### src/rtl/wb_gain_stage.sv
// Per-phase white-balance gain stage for a Bayer Avalon-ST stream.
// Three-stage pipeline (select, multiply, round/saturate) with frame-atomic gain banks.
module wb_gain_stage #(
  parameter int unsigned DW   = 8,
  parameter int unsigned W    = 1920,
  parameter int unsigned H    = 1080,
  parameter int unsigned GW   = 18,
  parameter int unsigned FRAC = 8
) (
  input  logic              clk,
  input  logic              rst,
  input  logic [DW-1:0]     sink_data,
  input  logic              sink_valid,
  input  logic              sink_sop,
  input  logic              sink_eop,
  output logic              sink_ready,
  output logic [DW-1:0]     source_data,
  output logic              source_valid,
  output logic              source_sop,
  output logic              source_eop,
  input  logic              source_ready,
  input  logic [4*GW-1:0]   cfg_gain,
  input  logic              cfg_update,
  input  logic [1:0]        cfg_pattern,
  input  logic              cfg_bypass,
  output logic              size_err,
  output logic              frame_done
);

  localparam int unsigned XW = (W > 1) ? $clog2(W) : 1;
  localparam int unsigned YW = $clog2(H + 1);
  localparam int unsigned PW = DW + GW;
  localparam int unsigned RW = PW + 1;

  localparam logic [GW-1:0] UNITY = GW'(1 << FRAC);
  localparam logic [RW-1:0] HALF  = RW'(1 << (FRAC - 1));
  localparam logic [RW-1:0] MAXV  = RW'((1 << DW) - 1);

  logic                  w_en;
  logic                  w_acc;
  logic                  w_sop_acc;
  logic                  w_pix;
  logic                  w_eop_pix;
  logic                  w_last;
  logic [1:0]            w_idx;
  logic [GW-1:0]         w_gain;
  logic [RW-1:0]         w_res;
  logic [DW-1:0]         w_sat;

  logic                  r_in_pkt;
  logic [XW-1:0]         r_x_cnt;
  logic [YW-1:0]         r_y_cnt;
  logic [3:0][GW-1:0]    r_pending;
  logic [3:0][GW-1:0]    r_active;

  logic                  r1_valid, r1_sop, r1_eop, r1_pass;
  logic [DW-1:0]         r1_data;
  logic [GW-1:0]         r1_gain;
  logic                  r2_valid, r2_sop, r2_eop, r2_pass;
  logic [DW-1:0]         r2_data;
  logic [PW-1:0]         r2_prod;

  // Whole pipeline advances together; a stalled output freezes every stage.
  assign w_en       = !source_valid || source_ready;
  assign sink_ready = w_en;
  assign w_acc      = sink_valid && w_en;
  assign w_sop_acc  = w_acc && sink_sop;
  assign w_pix      = w_acc && !sink_sop && r_in_pkt;
  assign w_eop_pix  = w_pix && sink_eop;
  assign w_last     = (r_x_cnt == XW'(W - 1)) && (r_y_cnt == YW'(H - 1));
  assign w_idx      = {r_y_cnt[0], r_x_cnt[0]} ^ cfg_pattern;
  assign w_gain     = r_active[w_idx];

  assign frame_done = !rst && w_eop_pix;
  assign size_err   = !rst && w_eop_pix && !w_last;

  // Round half up, then clamp to the pixel range.
  assign w_res = (RW'(r2_prod) + HALF) >> FRAC;
  assign w_sat = (w_res > MAXV) ? {DW{1'b1}} : DW'(w_res);

  // Gain banks: active only reloads on an accepted header beat.
  always_ff @(posedge clk) begin
    if (rst) begin
      r_pending <= {4{UNITY}};
      r_active  <= {4{UNITY}};
    end else begin
      if (cfg_update) begin
        r_pending <= cfg_gain;
      end
      if (w_sop_acc) begin
        r_active <= cfg_update ? cfg_gain : r_pending;
      end
    end
  end

  always_ff @(posedge clk) begin
    if (rst) begin
      r_in_pkt <= 1'b0;
      r_x_cnt  <= '0;
      r_y_cnt  <= '0;
    end else if (w_sop_acc) begin
      r_in_pkt <= 1'b1;
      r_x_cnt  <= '0;
      r_y_cnt  <= '0;
    end else if (w_pix) begin
      if (sink_eop) begin
        r_in_pkt <= 1'b0;
        r_x_cnt  <= '0;
        r_y_cnt  <= '0;
      end else if (r_x_cnt == XW'(W - 1)) begin
        r_x_cnt <= '0;
        r_y_cnt <= r_y_cnt + YW'(1);
      end else begin
        r_x_cnt <= r_x_cnt + XW'(1);
      end
    end
  end

  // Stage 1 latches beat and phase gain, stage 2 multiplies, stage 3 drives the source.
  always_ff @(posedge clk) begin
    if (rst) begin
      r1_valid     <= 1'b0;
      r1_sop       <= 1'b0;
      r1_eop       <= 1'b0;
      r1_pass      <= 1'b0;
      r1_data      <= '0;
      r1_gain      <= '0;
      r2_valid     <= 1'b0;
      r2_sop       <= 1'b0;
      r2_eop       <= 1'b0;
      r2_pass      <= 1'b0;
      r2_data      <= '0;
      r2_prod      <= '0;
      source_valid <= 1'b0;
      source_sop   <= 1'b0;
      source_eop   <= 1'b0;
      source_data  <= '0;
    end else if (w_en) begin
      r1_valid     <= w_sop_acc || w_pix;
      r1_sop       <= sink_sop;
      r1_eop       <= sink_eop;
      r1_pass      <= cfg_bypass || sink_sop;
      r1_data      <= sink_data;
      r1_gain      <= w_gain;
      r2_valid     <= r1_valid;
      r2_sop       <= r1_sop;
      r2_eop       <= r1_eop;
      r2_pass      <= r1_pass;
      r2_data      <= r1_data;
      r2_prod      <= PW'(r1_data) * PW'(r1_gain);
      source_valid <= r2_valid;
      source_sop   <= r2_sop;
      source_eop   <= r2_eop;
      source_data  <= r2_pass ? r2_data : w_sat;
    end
  end

endmodule

### config.mk
export PLATFORM = sky130hd
export DESIGN_NAME = wb_gain_stage
export DESIGN_NICKNAME = d
export VERILOG_FILES = /design/src/rtl/wb_gain_stage.sv
export SDC_FILE = /design/constraint.sdc
export NUM_CORES = 1
export LEC_CHECK = 0
export ABC_AREA = 1
export BUFFER_PORTS_ARGS = -buffer_cell sky130_fd_sc_hd__buf_4
export CAP_MARGIN = 20
export CORE_AREA = 3 3 198 200
export CTS_CLUSTER_DIAMETER = 200
export DETAILED_ROUTE_END_ITERATION = 16
export DIE_AREA = 0 0 201 203
export PLACE_DENSITY = 0.62
export SKIP_CTS_REPAIR_TIMING = 1
export SYNTH_ARGS = -nofsm -noshare
export SYNTH_HDL_FRONTEND = slang
export SYNTH_SLANG_ARGS = --single-unit
### constraint.sdc
create_clock -name clk -period 7.4 [get_ports clk]
set_clock_uncertainty 0.15 [all_clocks]
set_input_delay 1.11 -clock clk [delete_from_list [all_inputs] [get_ports clk]]
set_output_delay 1.11 -clock clk [all_outputs]
set_load 0.05 [all_outputs]
==> results.sh <==
export IMPL_cts_sinks=239
export IMPL_leakagePower_nw=8.91
export IMPL_cts_root_buf="clkbuf_16"
export IMPL_cts_reportedPaths_clkPinSlew_ns=0.06
export IMPL_dp_hpwl_um=27600
export IMPL_grt_pass1_wl_um=62300
export IMPL_cp_start_kind="flip-flop"
export IMPL_rows=71
export IMPL_antenna_found_initial=0
export IMPL_setup_viol=0
export IMPL_avgSynthCellArea_um2=7.14
export IMPL_slew_headroom_pct=34.4
export IMPL_cts_made_buffers=26
export IMPL_period_share_pct=69.3
export IMPL_instances_no_fill=2600
export IMPL_grt_usage_pct=18.2
export IMPL_cp_end_kind="flip-flop"
export IMPL_crit_start="r1_data[6]$_SDFFE_PP0N_"
export IMPL_maxCapViolations=0
export IMPL_final_cell_mix="inv_1, nand2_1, nor2_1, dfxtp_1, o21ai_0"
export IMPL_placed_cells=2552
export IMPL_drc=0
export IMPL_die_h_um=203
export IMPL_total_power_mw=3.61
export IMPL_vias=12800
export IMPL_yosysSeqAreaShare_pct=32.9
export IMPL_cp_max_fo=20
export IMPL_tns_ns=0
export IMPL_finalWirelength_um=37600
export IMPL_clk_path_buf_depth=3
export IMPL_n_antenna_cell=0
export IMPL_fin_util_pct=44.0
export IMPL_wl_per_cell_um=14.5
export IMPL_synth_area_um2=14500
export IMPL_worstPathRequired_ns=7.72
export IMPL_period_minus_slack_ns=5.12
export IMPL_finalHoldViolations=0
export IMPL_core_um2=37600
export IMPL_cts_htree_levels=1
export IMPL_synth_edf_count=0
export IMPL_reg2regPathDepth=16
export IMPL_start_util_pct=38.7
export IMPL_synth_nets=2266
export IMPL_cts_tree="done"
export IMPL_finalWeightedCongestion=0.867
export IMPL_vdd_ir_drop_max_mv=0.149
export IMPL_drt_first_pass_iters=5
export IMPL_area_delta_synth_final_pct=13.8
export IMPL_ys_warn_count=0
export IMPL_drt_iter0_drc=693
export IMPL_crit_type="reg2reg"
export IMPL_grt_max_degree=88
export IMPL_grt_pass1_vias=12500
export IMPL_holdWs_ns=0.306
export IMPL_worstMarginPinSlew_ns=0.983
export IMPL_reg2reg_from="r1_data[6]$_SDFFE_PP0N_"
export IMPL_outcome="complete, no violations"
export IMPL_die_x_um=201
export IMPL_grt_ovfl_total=0
export IMPL_r2r_end="r2_prod[17]$_SDFFE_PP0N_"
export IMPL_io_buffers=103
export IMPL_cp_data_arrival_time_ns=5.45
export IMPL_max_freq_mhz=195
export IMPL_synth_seq_cells=239
export IMPL_endpoint="r2_prod[17]$_SDFFE_PP0N_"
export IMPL_r2r_slack_ns=2.28
export IMPL_worstSkewPairLatency_ns=0.54
export IMPL_synth_cell_types=42
export IMPL_layout_commonest_cell="inv_1"
export IMPL_fp_dieArea_um2=40800
export IMPL_power_density_nw_per_um2=218
export IMPL_hp_class="reg2reg"
export IMPL_grt_setup_unrepaired="no"
export IMPL_ys_flop_type="dfxtp_1"
export IMPL_final_nets=2301
export IMPL_fillers=3749
export IMPL_postRouteAntennaNets=0
export IMPL_io_pins=104
export IMPL_synthArstFlopShare_pct=0
export IMPL_netlist_instances=2035
export IMPL_viasPerCell=4.91
export IMPL_drive_gt1_share_pct=8.62
export IMPL_slew_violations=0
## kinds of logic (layout without fill, tap and decap cells)
| group | count (synthesis) | in the layout | synth area share [%] |
|---|---|---|---|
| fa+ha+maj | 141 | 141 | 17.0 |
| simple gates | 732 | 732 | 20.5 |
| flops | 239 | 239 | 32.9 |
| buf+inv | 531 | 585 | 13.8 |
| compound gates | 376 | 376 | 14.7 |
| xor+xnor | 16 | 16 | 0.964 |
## synth_stat cells (2+ instances only)
cell        n  area share [%]
a21o_1      7            0.36
a22o_1      3            0.18
nand4_1    12            0.52
inv_2       4            0.10
inv_1     419              11
fa_1       95              13
nor2_1    276             7.1
nand2_1   339             8.8
nor3b_1     4            0.21
xnor2_1    10            0.60
a31oi_1     5            0.22
nor3_1     16            0.55
xor2_1      6            0.36
nand3_2     2            0.14
nor2_2      6            0.26
clkbuf_2    2           0.069
buf_1       2           0.052
o21ai_0   174             6.0
buf_2       9            0.31
clkinv_1    3           0.077
ha_1       46             4.0
nor4_1      6            0.26
o211ai_1    7            0.36
o22ai_1    85             3.7
o21ai_1     3            0.10
a21oi_1    56             1.9
nand3_1    61             2.1
o21a_1      2            0.10
dfxtp_1   239              33
o21bai_1   28             1.4
clkbuf_1   91             2.4
a211oi_1    2            0.10
or2_2       6            0.26
## worst max-delay path, stage by stage, from the launching register on
cell and delay (ns):
dfxtp_1 0.90, nand2_1 0.10, inv_1 0.11, fa_1 0.48
fa_1 0.53, fa_1 0.55, inv_1 0.06, fa_1 0.56
inv_1 0.05, ha_1 0.35, nand2_1 0.14, nor2_1 0.16
inv_1 0.06, o21ai_0 0.32, a21oi_1 0.09, or2_2 0.28
a31oi_1 0.12
## per-layer routing
metal | track usage, % | up-vias | wire length (um)
met5 | 0 | - | 0
met4 | 4.84 | 0 | 893
met3 | 1.94 | 54 | 1760
met2 | 30.8 | 262 | 17300
met1 | 24.8 | 6075 | 17600
li1 | - | 6367 | -
## sequential cells by signal, indices dropped and copies added (netlist names), 8 cells and up
name	cells
source_data	8
r2_prod	19
r_active	72
r1_gain	18
r2_data	8
r_y_cnt	11
r_x_cnt	11
r1_data	8
r_pending	72
## where the power goes
part,switching (mW),internal [mW],total (mW),leakage [nW]
Clock,0.543,0.833,1.38,0.441
Combinational,0.447,0.264,0.712,6.50
Sequential,0.116,1.40,1.52,1.98
Total,1.11,2.50,3.61,8.91
## how the worst min path moves through the flow
stage / start / end / slack, ns / depth (start not counted)
floorplan: r_pending[44]$_SDFF_PP1_ / r_pending[44]$_SDFF_PP1_ / 0.28 / 2
global placement: r2_data[1]$_SDFFE_PP0N_ / r2_data[1]$_SDFFE_PP0N_ / 0.29 / 2
detailed placement: r2_data[1]$_SDFFE_PP0N_ / r2_data[1]$_SDFFE_PP0N_ / 0.30 / 2
CTS: r2_data[1]$_SDFFE_PP0N_ / r2_data[1]$_SDFFE_PP0N_ / 0.31 / 2
global route: r2_data[6]$_SDFFE_PP0N_ / r2_data[6]$_SDFFE_PP0N_ / 0.32 / 2
finish: r2_data[0]$_SDFFE_PP0N_ / r2_data[0]$_SDFFE_PP0N_ / 0.31 / 2
## per-stage QoR
| step | worst slack [ns] | instance area, um^2 |
|---|---|---|
| final | 2.28 | 16500 |
| after global routing | 1.87 | 16500 |
| after global placement | 2.32 | 15600 |
| after floorplan | 2.78 | 14500 |
| after CTS | 2.28 | 16500 |
| after detailed placement | 2.31 | 15600 |
## area by class of cell
| class | instances | area (um^2) | share of cell area [%] |
|---|---|---|---|
| Timing Repair Buffer | 112 | 853 | 5.16 |
| Clock buffer | 37 | 772 | 4.67 |
| Sequential cell | 239 | 4780 | 28.9 |
| Multi-Input combinational cell | 1265 | 7730 | 46.8 |
| Inverter | 426 | 1600 | 9.68 |
| Clock inverter | 10 | 153 | 0.923 |
| Tap cell | 511 | 639 | 3.87 |
(Power assumes the default switching activity.)
